--- src/rtl/axi_tg_pkg.sv ---
// Shared definitions for the AXI traffic generator: FSM states, run modes and
// the address-derived data pattern used by both the writer and the checker.
package axi_tg_pkg;

    localparam logic [2:0] ST_IDLE = 3'd0;
    localparam logic [2:0] ST_AW   = 3'd1;
    localparam logic [2:0] ST_W    = 3'd2;
    localparam logic [2:0] ST_B    = 3'd3;
    localparam logic [2:0] ST_AR   = 3'd4;
    localparam logic [2:0] ST_R    = 3'd5;
    localparam logic [2:0] ST_DONE = 3'd6;

    localparam logic [1:0] MODE_WR   = 2'd0;
    localparam logic [1:0] MODE_RD   = 2'd1;
    localparam logic [1:0] MODE_WRRD = 2'd2;

    // Widest supported case; callers truncate to their own data width.
    function automatic logic [127:0] exp_data(input logic [63:0] addr, input logic [127:0] seed);
        return {64'd0, addr} ^ seed;
    endfunction

endpackage

--- src/rtl/axi_tg_checker.sv ---
// Read-data / response checker: counts pattern mismatches, misplaced rlast and
// bad write responses into a saturating counter and latches the first bad address.
module axi_tg_checker
    import axi_tg_pkg::*;
#(
    parameter int          ADDR_WIDTH = 16,
    parameter int          DATA_WIDTH = 32,
    parameter logic [7:0]  BURST_LEN  = 8'd7
) (
    input  logic                  clk,
    input  logic                  rstn,
    input  logic                  clr,
    input  logic                  r_hs,
    input  logic [DATA_WIDTH-1:0] rdata,
    input  logic [DATA_WIDTH-1:0] exp_rdata,
    input  logic                  rlast,
    input  logic [7:0]            beat,
    input  logic [ADDR_WIDTH-1:0] beat_addr,
    input  logic                  b_hs,
    input  logic [1:0]            bresp,
    input  logic [ADDR_WIDTH-1:0] burst_addr,
    output logic [15:0]           err_cnt,
    output logic [ADDR_WIDTH-1:0] first_err_addr
);

    logic                  data_err, last_err, resp_err;
    logic [1:0]            inc;
    logic [16:0]           sum;
    logic [15:0]           err_cnt_q, err_cnt_d;
    logic [ADDR_WIDTH-1:0] first_q, first_d;

    assign data_err = r_hs && (rdata != exp_rdata);
    // A late rlast is not counted again: the missing one already was.
    assign last_err = r_hs && ((rlast && (beat < BURST_LEN)) || (!rlast && (beat == BURST_LEN)));
    assign resp_err = b_hs && (bresp != 2'b00);
    assign inc      = 2'(data_err) + 2'(last_err) + 2'(resp_err);
    assign sum      = {1'b0, err_cnt_q} + 17'(inc);

    always_comb begin
        err_cnt_d = sum[16] ? 16'hFFFF : sum[15:0];
        first_d   = first_q;
        if (clr) begin
            err_cnt_d = 16'd0;
        end else if ((err_cnt_q == 16'd0) && (inc != 2'd0)) begin
            first_d = resp_err ? burst_addr : beat_addr;
        end
    end

    always_ff @(posedge clk) begin
        if (!rstn) begin
            err_cnt_q <= 16'd0;
            first_q   <= '0;
        end else begin
            err_cnt_q <= err_cnt_d;
            first_q   <= first_d;
        end
    end

    assign err_cnt        = err_cnt_q;
    assign first_err_addr = first_q;

endmodule

--- src/rtl/axi_traffic_gen.sv ---
// AXI traffic generator: NUM_BURSTS incrementing bursts of pattern writes,
// read-backs, or both, with every read beat checked by axi_tg_checker.
module axi_traffic_gen
    import axi_tg_pkg::*;
#(
    parameter int                    ADDR_WIDTH = 16,
    parameter int                    DATA_WIDTH = 32,
    parameter int                    DATA_LEVEL = 2,
    parameter logic [7:0]            BURST_LEN  = 8'd7,
    parameter int                    NUM_BURSTS = 16,
    parameter logic [DATA_WIDTH-1:0] SEED       = '0
) (
    input  logic                  clk,
    input  logic                  rstn,
    input  logic                  start,
    input  logic [1:0]            mode,
    input  logic [ADDR_WIDTH-1:0] base_addr,
    output logic                  awvalid,
    input  logic                  awready,
    output logic [ADDR_WIDTH-1:0] awaddr,
    output logic [7:0]            awlen,
    output logic                  wvalid,
    input  logic                  wready,
    output logic [DATA_WIDTH-1:0] wdata,
    output logic                  wlast,
    input  logic                  bvalid,
    output logic                  bready,
    input  logic [1:0]            bresp,
    output logic                  arvalid,
    input  logic                  arready,
    output logic [ADDR_WIDTH-1:0] araddr,
    output logic [7:0]            arlen,
    input  logic                  rvalid,
    output logic                  rready,
    input  logic [DATA_WIDTH-1:0] rdata,
    input  logic                  rlast,
    output logic                  busy,
    output logic                  done,
    output logic [15:0]           err_cnt,
    output logic [ADDR_WIDTH-1:0] first_err_addr
);

    localparam logic [ADDR_WIDTH-1:0] STEP = ADDR_WIDTH'((32'(BURST_LEN) + 32'd1) << DATA_LEVEL);

    logic [2:0]            state_q, state_d;
    logic [1:0]            mode_q, mode_d;
    logic [ADDR_WIDTH-1:0] base_q, base_d, addr_q, addr_d, beat_addr;
    logic [7:0]            beat_q, beat_d;
    logic [31:0]           burst_q, burst_d;
    logic [DATA_WIDTH-1:0] exp_beat;
    logic                  last_burst, clr, r_hs, b_hs;

    assign beat_addr  = addr_q + ADDR_WIDTH'(32'(beat_q) << DATA_LEVEL);
    assign exp_beat   = DATA_WIDTH'(exp_data(64'(beat_addr), 128'(SEED)));
    assign last_burst = (burst_q + 32'd1) >= 32'(NUM_BURSTS);

    always_comb begin
        state_d = state_q;
        mode_d  = mode_q;
        base_d  = base_q;
        addr_d  = addr_q;
        beat_d  = beat_q;
        burst_d = burst_q;
        clr     = 1'b0;
        case (state_q)
            ST_IDLE: if (start) begin
                mode_d  = mode;
                base_d  = base_addr;
                addr_d  = base_addr;
                beat_d  = 8'd0;
                burst_d = 32'd0;
                clr     = 1'b1;
                state_d = (mode == MODE_RD) ? ST_AR : ST_AW;
            end
            ST_AW: if (awready) begin
                beat_d  = 8'd0;
                state_d = ST_W;
            end
            ST_W: if (wready) begin
                if (beat_q == BURST_LEN) state_d = ST_B;
                else                     beat_d  = beat_q + 8'd1;
            end
            ST_B: if (bvalid) begin
                addr_d  = addr_q + STEP;
                burst_d = burst_q + 32'd1;
                if (!last_burst) begin
                    state_d = ST_AW;
                end else if (mode_q != MODE_WR) begin
                    // Mode 3 falls here too and behaves as write-then-read.
                    addr_d  = base_q;
                    burst_d = 32'd0;
                    state_d = ST_AR;
                end else begin
                    state_d = ST_DONE;
                end
            end
            ST_AR: if (arready) begin
                beat_d  = 8'd0;
                state_d = ST_R;
            end
            ST_R: if (rvalid) begin
                if (rlast) begin
                    addr_d  = addr_q + STEP;
                    burst_d = burst_q + 32'd1;
                    state_d = last_burst ? ST_DONE : ST_AR;
                end else begin
                    beat_d = beat_q + 8'd1;
                end
            end
            default: state_d = ST_IDLE;
        endcase
    end

    always_ff @(posedge clk) begin
        if (!rstn) begin
            state_q <= ST_IDLE;
            mode_q  <= MODE_WR;
            base_q  <= '0;
            addr_q  <= '0;
            beat_q  <= 8'd0;
            burst_q <= 32'd0;
        end else begin
            state_q <= state_d;
            mode_q  <= mode_d;
            base_q  <= base_d;
            addr_q  <= addr_d;
            beat_q  <= beat_d;
            burst_q <= burst_d;
        end
    end

    assign awvalid = (state_q == ST_AW);
    assign awaddr  = addr_q;
    assign awlen   = BURST_LEN;
    assign wvalid  = (state_q == ST_W);
    assign wdata   = exp_beat;
    assign wlast   = (beat_q == BURST_LEN);
    assign bready  = (state_q == ST_B);
    assign arvalid = (state_q == ST_AR);
    assign araddr  = addr_q;
    assign arlen   = BURST_LEN;
    assign rready  = (state_q == ST_R);
    assign busy    = (state_q != ST_IDLE) && (state_q != ST_DONE);
    assign done    = (state_q == ST_DONE);
    assign r_hs    = rvalid && rready;
    assign b_hs    = bvalid && bready;

    axi_tg_checker #(
        .ADDR_WIDTH (ADDR_WIDTH),
        .DATA_WIDTH (DATA_WIDTH),
        .BURST_LEN  (BURST_LEN)
    ) u_checker (
        .clk            (clk),
        .rstn           (rstn),
        .clr            (clr),
        .r_hs           (r_hs),
        .rdata          (rdata),
        .exp_rdata      (exp_beat),
        .rlast          (rlast),
        .beat           (beat_q),
        .beat_addr      (beat_addr),
        .b_hs           (b_hs),
        .bresp          (bresp),
        .burst_addr     (addr_q),
        .err_cnt        (err_cnt),
        .first_err_addr (first_err_addr)
    );

endmodule
--- config.mk ---
export PLATFORM = sky130hd
export DESIGN_NAME = axi_traffic_gen
export DESIGN_NICKNAME = d
export VERILOG_FILES = /design/src/rtl/axi_tg_pkg.sv /design/src/rtl/axi_tg_checker.sv /design/src/rtl/axi_traffic_gen.sv
export SDC_FILE = /design/constraint.sdc
export NUM_CORES = 1
export LEC_CHECK = 0
export CORE_MARGIN = 8
export CORE_UTILIZATION = 50
export DETAILED_ROUTE_END_ITERATION = 16
export HOLD_SLACK_MARGIN = 0.1
export PLACE_DENSITY_LB_ADDON = 0.12
export SKIP_LAST_GASP = 1
export SLEW_MARGIN = 30
export SYNTH_ARGS = -nofsm -noshare
export SYNTH_HDL_FRONTEND = slang
export SYNTH_HIERARCHICAL = 1
export SYNTH_SLANG_ARGS = --single-unit
export TNS_END_PERCENT = 5
--- constraint.sdc ---
create_clock -name clk -period 6.3 [get_ports clk]
set_input_delay 0.945 -clock clk [delete_from_list [all_inputs] [get_ports clk]]
set_output_delay 0.945 -clock clk [all_outputs]
set_load 0.01 [all_outputs]
After elaboration in Yosys (flattened, before gate mapping)
Cells that the tools add are included.
- flip-flop bits (word level): 109
- latch bits: 0
- RAM bits: 0
- memory bits (read-only): 0
- input port bits: 61
- output and inout port bits: 120
- memories kept: 0
- $add $sub $neg: 7
- $mul: 0
- div/mod/pow operators: 0
- magnitude comparators: 2
- equality and inequality tests: 20
- shift-type cells: 0
- muxes and demuxes: 39
- bitwise logic cells: 2
- reductions and logical operators: 25
- operators by type and width (operator ; count):
    $mux W32 ; 6
    $mux W16 ; 8
    $pmux W32 S3 ; 1
    $mux W8 ; 7
    $pmux W16 S3 ; 1
    $pmux W8 S5 ; 1
    $add A32 B1 Y32 const B ; 1
    $ge A32 B5 Y1 const B ; 1
    $ne A32 B16 Y1 ; 1
    $mux W3 ; 10
    $pmux W3 S6 ; 1
    $add A16 B2 Y17 ; 1
    $add A16 B10 Y16 ; 1
    $add A16 B6 Y16 const B ; 1
    $logic_not A16 Y1 ; 1
    $reduce_and A8 Y1 ; 2
    $ne A2 B1 Y1 const B ; 5
    $ne A2 B2 Y1 const B ; 5
    $eq A3 B3 Y1 const B ; 3
    $logic_and A1 B1 Y1 ; 9
    $add A8 B1 Y8 const B ; 1
    $eq A8 B3 Y1 const B ; 1
    $lt A8 B3 Y1 const B ; 1
    $eq A3 B2 Y1 const B ; 2
    17 further kinds ; 24

Longest topological paths before layout
- depth after elaboration: 9
- depth in mapped cells: 24
- depth with buffers taken out: 23

By module
Netlist, hierarchy kept.
- by module, submodules not included (module ; times used ; cells each ; area an instance (µm²) ; seq. area each (µm²)):
    axi_traffic_gen ; 1 ; 704 ; 5286.3 ; 1541.5
    axi_tg_checker ; 1 ; 236 ; 1990.7 ; 640.6

Least setup slack after synthesis
No wires, ideal clock.
- path kind: register to register
- start: reg addr_q[2] (netlist: araddr[2])
- end: reg u_checker.err_cnt_q[1] (netlist: u_checker/err_cnt[1])
- arrival: 4.877 ns
- required time: 6.230 ns
- path slack: 1.353 ns
- stages on the path, launching flop included: 25
- buffers on the path: 1
- clock period less this slack: 4.947 ns
- path through: dfxtp_1 -> ha_1 -> inv_1 -> fa_1 -> nor2b_1 -> o21ai_0 -> a21boi_0 -> o21ai_0 -> nand2b_1 -> a21o_1 -> a21oi_1 -> nor2_1 -> xor2_1 -> xnor2_1 -> nand4_1 -> nor4_1 -> a21boi_0 -> fa_1 -> ha_1 -> fa_1 -> nand4_1 -> nor3_1 -> nand3_1 -> clkbuf_1 -> a21oi_1
- cells in the longest elaborated chain, start to end: 7
- RTL lines (what ; line ; source):
    start, declared ; axi_traffic_gen.sv:47 ; logic [ADDR_WIDTH-1:0] base_q, base_d, addr_q, addr_d, beat_addr;
    start signal, assigned ; axi_traffic_gen.sv:126 ; addr_q <= addr_d;
    $add A16 B10 Y16 ; axi_traffic_gen.sv:53 ; assign beat_addr = addr_q + ADDR_WIDTH'(32'(beat_q) << DATA_LEVEL);
    via wdata[12] ; axi_traffic_gen.sv:24 ; output logic [DATA_WIDTH-1:0] wdata,
    $ne A32 B16 Y1 ; axi_tg_checker.sv:32 ; assign data_err = r_hs && (rdata != exp_rdata);
    $logic_and A1 B1 Y1 ; axi_tg_checker.sv:32 ;
    $add A1 B1 Y2 ; axi_tg_checker.sv:36 ; assign inc = 2'(data_err) + 2'(last_err) + 2'(resp_err);
    $add A2 B1 Y2 ; axi_tg_checker.sv:36 ;
    $add A16 B2 Y17 ; axi_tg_checker.sv:37 ; assign sum = {1'b0, err_cnt_q} + 17'(inc);
    $mux W16 ; axi_tg_checker.sv:40 ; err_cnt_d = sum[16] ? 16'hFFFF : sum[15:0];
    end signal, assigned ; axi_tg_checker.sv:54 ; err_cnt_q <= err_cnt_d;
    end, declared ; axi_tg_checker.sv:29 ; logic [15:0] err_cnt_q, err_cnt_d;
The timed path passes the listed nets, and every way through them passes these cells.
A chain may end at the register's enable or synchronous reset.

Worst setup path in the final report
- start: reg beat_q[0]
- end: reg u_checker.err_cnt_q[7] (netlist: u_checker/err_cnt[7])
- cells in the longest elaborated chain, start to end: 8
- elaborated cells on any way between the ends: 13
- classes of those cells: add/sub: 4; order compare: 1; eq/ne: 2; mux: 1; reduce/logical: 5
- RTL lines (what ; line ; source):
    start, declared ; axi_traffic_gen.sv:48 ; logic [7:0] beat_q, beat_d;
    start signal, assigned ; axi_traffic_gen.sv:127 ; beat_q <= beat_d;
    branches (longest 4 deep; another with $add A16 B10 Y16) ; - ;
    $add A1 B1 Y2 * ; axi_tg_checker.sv:36 ;
    $add A2 B1 Y2 * ; axi_tg_checker.sv:36 ;
    $add A16 B2 Y17 * ; axi_tg_checker.sv:37 ;
    $mux W16 * ; axi_tg_checker.sv:40 ;
Mark *: on every way between the ends.

==> out/qor.yml <==
worst_setup_path:
  arrival_ns: 5.79
  end_kind: "register"
  r2r-start: "beat_q[0]$_SDFFE_PN0P_"
  crit_type: "register to register"
  cp.required_ns: 6.58
  rrSetupSlack_ns: 0.79
  start_kind: "register"
  worstReg2RegEnd: "u_checker/err_cnt[7]$_SDFF_PP0_"
  cp_max_fo: 11
  reg2regPathDepth: 23
route:
  highest_layer: "met4"
  wl_met2_um: 10500
  via_count: 7024
  drc: 0
  routedWlPerCell_um: 17.6
  dr.first_iter.drc_count: 525
  met1_length_um: 9450
  dr_wl_met3_um: 1590
  antenna_left: 0
  via_per_inst: 5.67
  firstDrtPassIters: 5
  drt-total-wl_um: 21800
die:
  start_util: 0.506
  dieArea_um2: 18700
  ios: 181
  die_h_um: 137
  rows: 44
  die_x_um: 137
  core_um2: 14400
clock_network:
  clock_sinks: 109
  cts_buffers: 9
  clk_pin_slew_ns: 0.07
  root_buffer: "clkbuf_16"
  clock_latency_ns: 0.36
  cts_setup_buffers: 0
  cts_tree: "yes"
  cts_max_path_buffers: 2
  cts_htree_levels: 3
hold_path:
  holdPathEnd: "base_q[5]$_SDFFE_PN0P_"
  hold_class: "register to register"
  holdPathStages: 2
  min_from: "base_q[5]$_SDFFE_PN0P_"
global_routing:
  grt_usage: 0.228
  grt_pass1_wl_um: 34300
  grt_pass1_vias: 6405
  grt_remaining_overflow: 0
  grt_max_degree: 41
  antenna_found_initial: 0
sta:
  slew_headroom: 0.452
  fin_crit_ns: 5.51
  hold_viol_final: 0
  tightest_slew_ns: 0.821
  fmax_ghz: 0.181
  slew_violations: 0
  holdWs_ns: 0.458
  setup-tns-final_ns: 0
  rsz0062_at_grt: "false"
  setup_violations: 0
  layout_worst_path_cycle_share: 0.875
  fin_skew_ns: 0.0119
synthesis:
  yosysWarningCount: 6
  synth_top_family_by_area: "simple AND/OR/NAND/NOR gates"
  synthAdderAreaFrac: 0.0306
  syn_area_um2: 7280
  synthXorXnorAreaFrac: 0.129
  synth_compound_area_frac: 0.167
  yosysSeqAreaShare: 0.300
  ys_seq_elements: 109
  synth-edff-count: 0
  ys_types: 71
  syn_avg_cell_area_um2: 7.74
  async_reset_ff_frac: 0
  yosys.area_share.simple: 0.264
  synthCells: 940
  muxShareOfSynthArea: 0.00825
  synthFlopType: "dfxtp_1"
placement:
  dp_hpwl_um: 16600
  dpl-instance-area_um2: 8650
  gp_congestion: 0.892
  io_buffer_count: 148
final_layout:
  layout-drive-gt1-share: 0.0521
  design_area_um2: 8940
  finalNetCount: 1127
  area_growth_pct: 22.8
  register_area_um2: 2180
  fill_cells: 1341
  multiInputGateArea_um2: 4550
  post-route-util: 0.622
  diodes: 0
pwr:
  p_per_area_nw_per_um2: 297
  leakagePower_uw: 0.00340
  ir_worst_vdd_v: 0.000151
  p_total_uw: 2650
run_status:
  status: "completed"
run:
  cap_violations: 0
==> routing by layer <==
metal / vias to the layer above / track usage
met5: - / 0
met4: 0 / 0.0500
met3: 29 / 0.0485
met2: 263 / 0.382
met1: 3316 / 0.293
li1: 3416 / -
==> sequential cells by signal, indices dropped and copies added (netlist names) <==
signal                    cells
araddr                       16
state_q                       3
mode_q                        2
beat_q                        8
u_checker/err_cnt            16
burst_q                      32
base_q                       16
u_checker/first_err_addr     16
==> report_power, final <==
group,switching [µW],internal [µW]
Sequential,156,772
Clock,286,277
Combinational,640,523
==> critical path, cell delays in order (launching register included) <==
cell	delay, ns
dfxtp_1	0.42
ha_1	0.20
inv_1	0.05
fa_1	0.40
nor2b_1	0.12
o21ai_0	0.10
a21boi_0	0.24
o21ai_0	0.10
nand2b_1	0.11
a21o_1	0.12
a21oi_1	0.11
nor2_1	0.15
xor2_1	0.30
xnor2_1	0.17
nand4_1	0.11
nor4_1	0.26
a21boi_0	0.18
fa_1	0.63
ha_1	0.21
fa_1	0.24
nand4_1	0.25
nor3_1	0.41
nand3_2	0.32
a21oi_1	0.22
==> placed cells by master, fill, tap and decap left out, types with 24 or more instances in the layout <==
master           netlist  final
clkdlybuf4s50_1        0    148
nand2_1              120    120
dfxtp_1              109    109
nor2_1                90     90
xnor2_1               69     69
a21oi_1               63     63
nand4_1               55     55
conb_1                 2     48
xor2_1                38     38
o21ai_0               27     27
nand3_1               25     24
==> synth_stat cells, drive strengths merged (6+ instances only) <==
library cell	n	area (µm²)
and3	6	37.5
a221oi	8	70.1
mux2i	6	60.1
dfxtp	109	2180
a21oi	64	332
a31oi	7	43.8
o211ai	8	60.1
clkbuf	46	173
nor4	16	151
ha	13	163
o21ai	34	170
buf	64	464
xor2	38	333
or2	6	37.5
or3	8	50.1
o211a	16	160
nand3	27	145
nand2	121	457
inv	22	82.6
nand2b	6	37.5
xnor2	69	604
nand4	57	369
nor3	21	110
nor2b	8	50.1
nor2	90	338
a32oi	6	52.6
==> final cells by class <==
class | instances | area share
multi-input combinational | 742 | 0.509
sequential | 109 | 0.244
timing repair buffer | 163 | 0.178
tap | 184 | 0.0258
clock buffer | 10 | 0.0256
inverter | 25 | 0.0105
clock inverter | 6 | 0.00644
==> worst max-delay path by stage <==
stage	from	endpoint	slack, ns
floorplan	araddr[2]$_SDFFE_PN0P_	u_checker/err_cnt[1]$_SDFF_PP0_	1.35
CTS	beat_q[0]$_SDFFE_PN0P_	u_checker/err_cnt[7]$_SDFF_PP0_	0.72
global placement	beat_q[0]$_SDFFE_PN0P_	u_checker/err_cnt[0]$_SDFF_PP0_	0.96
global route	beat_q[0]$_SDFFE_PN0P_	u_checker/err_cnt[6]$_SDFF_PP0_	0.14
finish	beat_q[0]$_SDFFE_PN0P_	u_checker/err_cnt[7]$_SDFF_PP0_	0.79
detailed placement	beat_q[0]$_SDFFE_PN0P_	u_checker/err_cnt[7]$_SDFF_PP0_	0.75
==> metrics by stage <==
stage	std cells	setup WS, ns
2_1_floorplan	986	1.35
4_1_cts	1239	0.723
3_3_place_gp	1223	0.958
5_1_grt	1239	0.138
3_5_place_dp	1223	0.750
6_report	1239	0.789
==> logic make-up (layout without fill, tap and decap cells) <==
kind of cell    count (synthesis)  after routing
compound gates                182            182
xor+xnor                      107            107
fa+ha+maj                      16             16
buf+inv                       135            204
flops                         109            109
mux                             6              6
other cells                     2             48
simple gates                  383            383
==> repair_timing <==
action | in CTS | in global routing
hold buffers | 0 | 0
endpoints found under the hold margin | 0 | 0
gates resized for setup | 0 | 1
endpoints found under the setup margin | 0 | 2
Power figures use the tool's default switching activity.
